**src/rtl/mode_select_pkg.sv**
```systemverilog
// Shared types and helpers for mode_select_ctrl: audio trigger FSM states and
// modular step functions for the mode index (indices fit in 6 bits, up to 64 modes).
package mode_select_pkg;

  typedef enum logic [1:0] {
    ARMED   = 2'd0,
    HOLDOFF = 2'd1,
    REARM   = 2'd2
  } audio_st_e;

  function automatic logic [5:0] wrap_inc(input logic [5:0] v, input int n);
    return (int'(v) >= n - 1) ? 6'd0 : v + 6'd1;
  endfunction

  function automatic logic [5:0] wrap_dec(input logic [5:0] v, input int n);
    return (v == 6'd0) ? 6'(n - 1) : v - 6'd1;
  endfunction

endpackage

```
**src/rtl/key_debounce.sv**
```systemverilog
// Raw active-low key -> 2-FF synchroniser -> debounced stable level -> one-cycle
// press pulse on the stable level's high-to-low edge.
module key_debounce #(
  parameter int DEBOUNCE_CYC = 500000
) (
  input  logic clk_i,
  input  logic rst_i,
  input  logic key_n_i,
  output logic press_o
);

  localparam int CNT_W = (DEBOUNCE_CYC > 1) ? $clog2(DEBOUNCE_CYC + 1) : 1;
  localparam logic [CNT_W-1:0] LAST = CNT_W'(DEBOUNCE_CYC - 1);

  logic             sync1_q, sync2_q;
  logic             stable_q, stable_d;
  logic             press_q, press_d;
  logic [CNT_W-1:0] cnt_q, cnt_d;

  // With only two levels, any sample equal to the stable state is a change back,
  // so clearing the counter there is the same as restarting on any change.
  always_comb begin
    stable_d = stable_q;
    cnt_d    = '0;
    press_d  = 1'b0;
    if (sync2_q != stable_q) begin
      if (cnt_q == LAST) begin
        stable_d = sync2_q;
        press_d  = stable_q;
      end else begin
        cnt_d = cnt_q + 1'b1;
      end
    end
  end

  always_ff @(posedge clk_i or posedge rst_i) begin
    if (rst_i) begin
      sync1_q  <= 1'b1;
      sync2_q  <= 1'b1;
      stable_q <= 1'b1;
      press_q  <= 1'b0;
      cnt_q    <= '0;
    end else begin
      sync1_q  <= key_n_i;
      sync2_q  <= sync1_q;
      stable_q <= stable_d;
      press_q  <= press_d;
      cnt_q    <= cnt_d;
    end
  end

  assign press_o = press_q;

endmodule

```
**src/rtl/mode_select_ctrl.sv**
```systemverilog
// Mode selector: debounced next/prev keys step a wrapping mode index; with
// MODE_SELECT_AUDIO_TRIG_EN defined, a loud audio level also advances it.
module mode_select_ctrl
  import mode_select_pkg::*;
#(
  parameter int NUM_MODES    = 4,
  parameter int LED_W        = 18,
  parameter int LEVEL_W      = 10,
  parameter int DEBOUNCE_CYC = 500000,
  parameter int HOLDOFF_CYC  = 25000000
) (
  input  logic                         CLOCK_50,
  input  logic                         reset,
  input  logic                         key_next_n,
  input  logic                         key_prev_n,
  input  logic [LEVEL_W-1:0]           level,
  input  logic [LEVEL_W-1:0]           level_thresh,
  input  logic                         auto_en,
  output logic [$clog2(NUM_MODES)-1:0] curr_select,
  output logic [LED_W-1:0]             LEDR,
  output logic                         mode_changed
);

  localparam int SEL_W = $clog2(NUM_MODES);

  logic             nxt_ev, prv_ev, trig;
  logic [SEL_W-1:0] sel_q, sel_d;
  logic [LED_W-1:0] led_q, led_d;
  logic             mc_q, mc_d;

  key_debounce #(.DEBOUNCE_CYC(DEBOUNCE_CYC)) u_key_next (
    .clk_i   (CLOCK_50),
    .rst_i   (reset),
    .key_n_i (key_next_n),
    .press_o (nxt_ev)
  );

  key_debounce #(.DEBOUNCE_CYC(DEBOUNCE_CYC)) u_key_prev (
    .clk_i   (CLOCK_50),
    .rst_i   (reset),
    .key_n_i (key_prev_n),
    .press_o (prv_ev)
  );

`ifdef MODE_SELECT_AUDIO_TRIG_EN
  localparam int HCNT_W = (HOLDOFF_CYC > 1) ? $clog2(HOLDOFF_CYC + 1) : 1;

  audio_st_e         state_q, state_d;
  logic [HCNT_W-1:0] hcnt_q, hcnt_d;

  assign trig = (state_q == ARMED) && auto_en && (level >= level_thresh);

  // A trigger that lands on a key event is dropped, so the FSM stays ARMED.
  always_comb begin
    state_d = state_q;
    hcnt_d  = hcnt_q;
    if (!auto_en) begin
      state_d = ARMED;
      hcnt_d  = '0;
    end else begin
      case (state_q)
        ARMED: if (trig && !nxt_ev && !prv_ev) begin
          state_d = HOLDOFF;
          hcnt_d  = HCNT_W'(HOLDOFF_CYC - 1);
        end
        HOLDOFF: if (hcnt_q == '0) state_d = REARM;
                 else              hcnt_d  = hcnt_q - 1'b1;
        REARM:   if (level < level_thresh) state_d = ARMED;
        default: begin
          state_d = ARMED;
          hcnt_d  = '0;
        end
      endcase
    end
  end

  always_ff @(posedge CLOCK_50 or posedge reset) begin
    if (reset) begin
      state_q <= ARMED;
      hcnt_q  <= '0;
    end else begin
      state_q <= state_d;
      hcnt_q  <= hcnt_d;
    end
  end
`else
  logic unused_audio;
  assign unused_audio = ^{level, level_thresh, auto_en};
  assign trig = 1'b0;
`endif

  always_comb begin
    sel_d = sel_q;
    if (nxt_ev && !prv_ev)
      sel_d = SEL_W'(wrap_inc(6'(sel_q), NUM_MODES));
    else if (prv_ev && !nxt_ev)
      sel_d = SEL_W'(wrap_dec(6'(sel_q), NUM_MODES));
    else if (!nxt_ev && !prv_ev && trig)
      sel_d = SEL_W'(wrap_inc(6'(sel_q), NUM_MODES));
  end

  // LEDR is decoded from the next index so it lines up with curr_select.
  always_comb begin
    led_d = '0;
    for (int i = 0; i < LED_W; i++) led_d[i] = (int'(sel_d) == i);
    mc_d = (sel_d != sel_q);
  end

  always_ff @(posedge CLOCK_50 or posedge reset) begin
    if (reset) begin
      sel_q <= '0;
      led_q <= LED_W'(1);
      mc_q  <= 1'b0;
    end else begin
      sel_q <= sel_d;
      led_q <= led_d;
      mc_q  <= mc_d;
    end
  end

  assign curr_select  = sel_q;
  assign LEDR         = led_q;
  assign mode_changed = mc_q;

endmodule

```
**config.mk**
```make
export PLATFORM = sky130hd
export DESIGN_NAME = mode_select_ctrl
export DESIGN_NICKNAME = d
export VERILOG_FILES = /design/src/rtl/mode_select_pkg.sv /design/src/rtl/key_debounce.sv /design/src/rtl/mode_select_ctrl.sv
export SDC_FILE = /design/constraint.sdc
export NUM_CORES = 1
export LEC_CHECK = 0
export ABC_AREA = 1
export BUFFER_PORTS_ARGS = -buffer_cell sky130_fd_sc_hd__buf_2
export CAP_MARGIN = 20
export CORE_UTILIZATION = 45
export CTS_BUF_LIST = sky130_fd_sc_hd__clkbuf_4 sky130_fd_sc_hd__clkbuf_8 sky130_fd_sc_hd__clkbuf_16
export DETAILED_ROUTE_END_ITERATION = 7
export PLACE_DENSITY_LB_ADDON = 0.08
export SLEW_MARGIN = 20
export SYNTH_ARGS = -nofsm -noshare
export SYNTH_HDL_FRONTEND = slang
export SYNTH_SLANG_ARGS = --single-unit
```
**constraint.sdc**
```tcl
create_clock -name CLOCK_50 -period 4.15 [get_ports CLOCK_50]
set_clock_uncertainty 0.2 [all_clocks]
set_input_delay 0.83 -clock CLOCK_50 [delete_from_list [all_inputs] [get_ports CLOCK_50]]
set_output_delay 0.83 -clock CLOCK_50 [all_outputs]
set_load 0.005 [all_outputs]
```
Yosys cells after proc, flatten, opt, wreduce, memory -nomap -nowiden
Index checks and enable logic that the tools add are counted.
W data, S select, Z words.
Word-level totals
  flip-flop bits (word level): 53
  input bits: 25
  output and inout bits: 21
  word-level logic and storage cells: 46
Cells by class
  add/subtract/negate cells: 4
  order comparisons: 1
  eq/ne operators: 8
  multiplexer cells: 12
  reductions and logical operators: 8
Operators with widths (number)
  $mux W19: 4
  $add A19 B1 Y19 const B: 2
  $eq A19 B19 Y1 const B: 2
  $mux W2: 4
  $eq A2 B2 Y1 const B: 2
  $logic_not A2 Y1: 2
  $mux W1: 4
  $reduce_and A2 Y1: 2
  $add A2 B1 Y2 const B: 1
  $eq A2 B1 Y1 const B: 1
  $ge A2 B2 Y1 const B: 1
  $logic_and A1 B1 Y1: 2
  $logic_not A1 Y1: 2
  $ne A1 B1 Y1: 2
  $ne A2 B2 Y1: 1
  $sub A2 B1 Y2 const B: 1

Longest topological paths before layout
  depth in word-level cells: 5
  mapped depth: 9
  gate-level depth less buffers: 9

Modules after synthesis
A second synthesis with hierarchy kept.
Second synthesis, totals
  cells, all modules: 375
  area, all modules: 3001.6 µm²
Modules (own cells, without submodules)
  key_debounce: times used 2, cells each 158, area an instance 1271.2 µm², seq. area each 579.3 µm²
  mode_select_ctrl: times used 1, cells each 59, area an instance 459.2 µm², seq. area each 176.4 µm²

Least setup slack after synthesis
Ideal clock, no wire load.
  path kind: reg2reg
  start point: register sel_q[0], in the netlist curr_select[0]
  end point: register led_q[0], in the netlist LEDR[0]
  setup time: 0.067 ns
  arrival time: 1.311 ns
  data required time: 3.883 ns
  path slack: 2.572 ns
  stages on the path, launching flop included: 9
  period minus slack after synthesis: 1.578 ns
  cell sequence: dfrtp_1 -> inv_1 -> ha_1 -> inv_1 -> o21ai_0 -> nand2_1 -> nand2_1 -> inv_1 -> nor2_1
On the way
  cells in the longest elaborated chain, start to end: 5
  elaborated cells between the ends (all ways): 9
  classes of those cells: 2 x add/sub; 1 x order compare; 4 x mux; 2 x reduce/logical
RTL lines
  from (decl): line mode_select_ctrl.sv:27  | logic [SEL_W-1:0] sel_q, sel_d;
  from (signal assigned): line mode_select_ctrl.sv:115  | sel_q <= sel_d;
  $sub A2 B1 Y2 or $logic_not A2 Y1 (tied branches): line mode_select_pkg.sv:16  | return (v == 6'd0) ? 6'(n - 1) : v - 6'd1;
  $mux W2: line mode_select_pkg.sv:16
  $mux W2: line mode_select_ctrl.sv:96  | else if (prv_ev && !nxt_ev)
  $mux W2 (*): line mode_select_ctrl.sv:94  | if (nxt_ev && !prv_ev)
  net sel_d[1]: line mode_select_ctrl.sv:27
  $logic_not A2 Y1 (*): line mode_select_ctrl.sv:105  | for (int i = 0; i < LED_W; i++) led_d[i] = (int'(sel_d) == i);
  net led_d[0]: line mode_select_ctrl.sv:28  | logic [LED_W-1:0] led_q, led_d;
  to (signal assigned): line mode_select_ctrl.sv:116  | led_q <= led_d;
  to (decl): line mode_select_ctrl.sv:28
Mark *: on every way through the listed nets, which the timed path passes. The rest lies on a longest branch.
A chain may end at the register's enable or synchronous reset.

Worst setup path in the final report
  start point: register led_q[0], in the netlist LEDR[0]
  end point: output port LEDR[0]
RTL lines
  to (decl): line mode_select_ctrl.sv:20  | output logic [LED_W-1:0] LEDR,
No word-level cell between the ends.

==> impl_metrics.py <==
metrics = {
    "clocking": {
        "postCtsSetupBuffers": 0,
        "holdBufCountCts": 0,
        "cts_buffer_depth": 2,
        "clk_pin_slew_ns": 0.10,
        "cts_tree": "yes",
        "cts_buffers": 5,
        "insertion_delay_ns": 0.30,
        "cts.htree.levels": 2,
        "cts_resized": 0,
        "root_buffer": "clkbuf_8",
        "numClockSinks": 53,
    },
    "placement": {
        "portBuffers": 10,
        "hpwlAfterDp_mm": 4.06,
        "place.gp.congestion": 0.905,
    },
    "synthesis": {
        "ys_seq_area_share_pct": 45.7,
        "synthTopCellsByArea": "dfrtp_1, nor2_1, nand2_1, dfstp_2, nand3_1",
        "synth_top_area_cell": "dfrtp_1",
        "synth_cell_types": 29,
        "synthCells": 385,
        "syn_area_per_cell_um2": 7.59,
        "synth_top_area_share_pct": 39.4,
        "yosys_warnings": 0,
        "synth_seq_cells": 53,
        "netlist_area_um2": 2920,
    },
    "final_layout": {
        "layout_commonest_cell": "nor2_1",
        "post-route-util_pct": 51.4,
        "diodes": 0,
        "layout_common_cells": "nor2_1, nand2_1, dfrtp_1, inv_1, nand3_1",
        "nets": 428,
        "area_delta_synth_final_pct": 7.28,
        "layout-drive-gt1-share_pct": 9.50,
    },
    "run": {
        "cap_viol_max_count": 0,
    },
    "grt": {
        "grt_max_degree": 54,
        "track_usage_pct": 19.3,
        "grt_pass1_vias": 2258,
        "antenna_found_initial": 0,
        "overflow": 0,
        "grt_pass1_wl_mm": 9.87,
    },
    "setup_path": {
        "cp.arrival_ns": 0.92,
        "slowest_delay_ns": 0.52,
        "crit_path_max_fanout": 1,
        "path_class": "flip-flop to output port",
        "critPathRequiredTime_ns": 3.12,
        "path_buf_inv": 1,
        "cp-end-kind": "output port",
        "cp-start-kind": "flip-flop",
        "crit_chain": "buf_2",
        "cpLargestDelayFamily": "flip-flops",
        "ff2ff_setup_slack_ns": 2.43,
        "critical-path-slowest-cell": "dfstp_2",
    },
    "floorplan": {
        "die_height_um": 82.6,
        "ioPinCount": 46,
        "start_util_pct": 47.9,
        "dieArea_um2": 6820,
        "std_cell_rows": 28,
        "die_w_um": 82.6,
        "coreArea_um2": 6100,
    },
    "drt": {
        "drcViolationCount": 0,
        "drtIter0Drc": 96,
        "wl_mm": 5.59,
        "via_per_inst": 4.78,
        "postRouteAntennaNets": 0,
        "drt_pass1_iterations": 4,
        "routed-via-count": 2270,
        "detail_route.wl_per_cell_um": 11.8,
    },
    "timing": {
        "setup_viol": 0,
        "hold_viol_final": 0,
        "max-slew-margin-rel_pct": 40.4,
        "tightest_slew_ns": 0.893,
        "period_share_pct": 47.1,
        "fmax_ghz": 0.512,
        "slew_viol_final": 0,
        "min_period_ns": 1.95,
        "fin_tns_setup_ns": 0,
        "rsz0062_at_grt": "no",
    },
    "power_and_ir_drop": {
        "leakage_nw": 1.47,
        "peakVddDrop_uv": 180,
        "powerDensity_nw_per_um2": 309,
    },
    "outcome": {
        "outcome": "finished, final reports clean",
    },
    "worst_hold_path": {
        "hold_path_class": "flip-flop to flip-flop",
    },
}
==> layout make-up <==
class                      count  area (um2)
clock buffer                   5        68.8
sequential                    53        1340
inverter                      49         185
fill                         607        2960
tap                           75        93.8
timing repair buffer          10        50.0
clock inverter                 3        65.1
multi-input combinational    280        1340
==> state kept, by name, indices dropped and copies added, names as in the netlist, 2 cells and up <==
register / cells
u_key_next.cnt_q: 19
LEDR: 4
u_key_prev.cnt_q: 19
curr_select: 2
==> per-layer routing <==
metal / up-vias / wire length [um] / global-route usage [%]
met2: 39 / 2640 / 33.0
met1: 1020 / 2710 / 23.3
met5: - / 0 / 0
met3: 11 / 135 / 3.74
li1: 1200 / - / -
met4: 0 / 107 / 8.97
==> path summary, 6_finish.rpt <==
kind / startpoint / end / cells after the start
setup / recovery: LEDR[0]$_DFF_PP1_ / LEDR[0] / 1
hold / removal: u_key_prev.sync1_q$_DFF_PP1_ / u_key_prev.sync2_q$_DFF_PP1_ / 0
setup reg to reg: curr_select[0]$_DFF_PP0_ / LEDR[1]$_DFF_PP0_ / 8
hold reg to reg: u_key_prev.sync1_q$_DFF_PP1_ / u_key_prev.sync2_q$_DFF_PP1_ / 0
max in group asynchronous: reset / u_key_prev.cnt_q[0]$_DFF_PP0_ / 2
min in group asynchronous: reset / mode_changed$_DFF_PP0_ / 2
==> cells in the mapped netlist, drive strengths merged <==
cell / n
nand4: 8
xnor2: 1
nor3: 8
nand3b: 1
o21ai: 9
and3: 1
o21bai: 2
buf: 15
clkbuf: 1
conb: 1
o21a: 1
ha: 4
dfstp: 7
nand3: 38
xor2: 16
nor2: 98
inv: 49
nor3b: 2
a21oi: 6
dfrtp: 46
nand2: 71
==> where the power goes <==
group          switching [mW]  internal [mW]  leakage [nW]
sequential            0.00485          0.524         0.711
combinational          0.0247        0.00736         0.693
clock                   0.167          0.240        0.0681
==> through the flow <==
step | hold slack [ns] | area [um2] | std cells | power, mW | setup WS [ns]
after detailed placement | 0.149 | 3000 | 467 | 0.572 | 2.06
after CTS | 0.163 | 3130 | 475 | 0.986 | 2.18
after global routing | 0.155 | 3140 | 475 | 1.01 | 2.14
after global placement | 0.149 | 3000 | 467 | 0.572 | 2.08
after floorplan | 0.145 | 2970 | 398 | 0.572 | 1.85
final | 0.159 | 3140 | 475 | 0.968 | 2.20
==> cell families after synthesis <==
| family | share of synthesized area [%] |
|---|---|
| XOR/XNOR | 5.61 |
| AND/OR/NAND/NOR | 33.3 |
| flip-flops | 45.7 |
| buffers and inverters | 10.2 |
| AO/OA/AOI/OAI | 3.34 |
| adder cells (fa/ha/maj) | 1.71 |
| other | 0.128 |
Note: power is estimated with default switching activity, not from simulation.
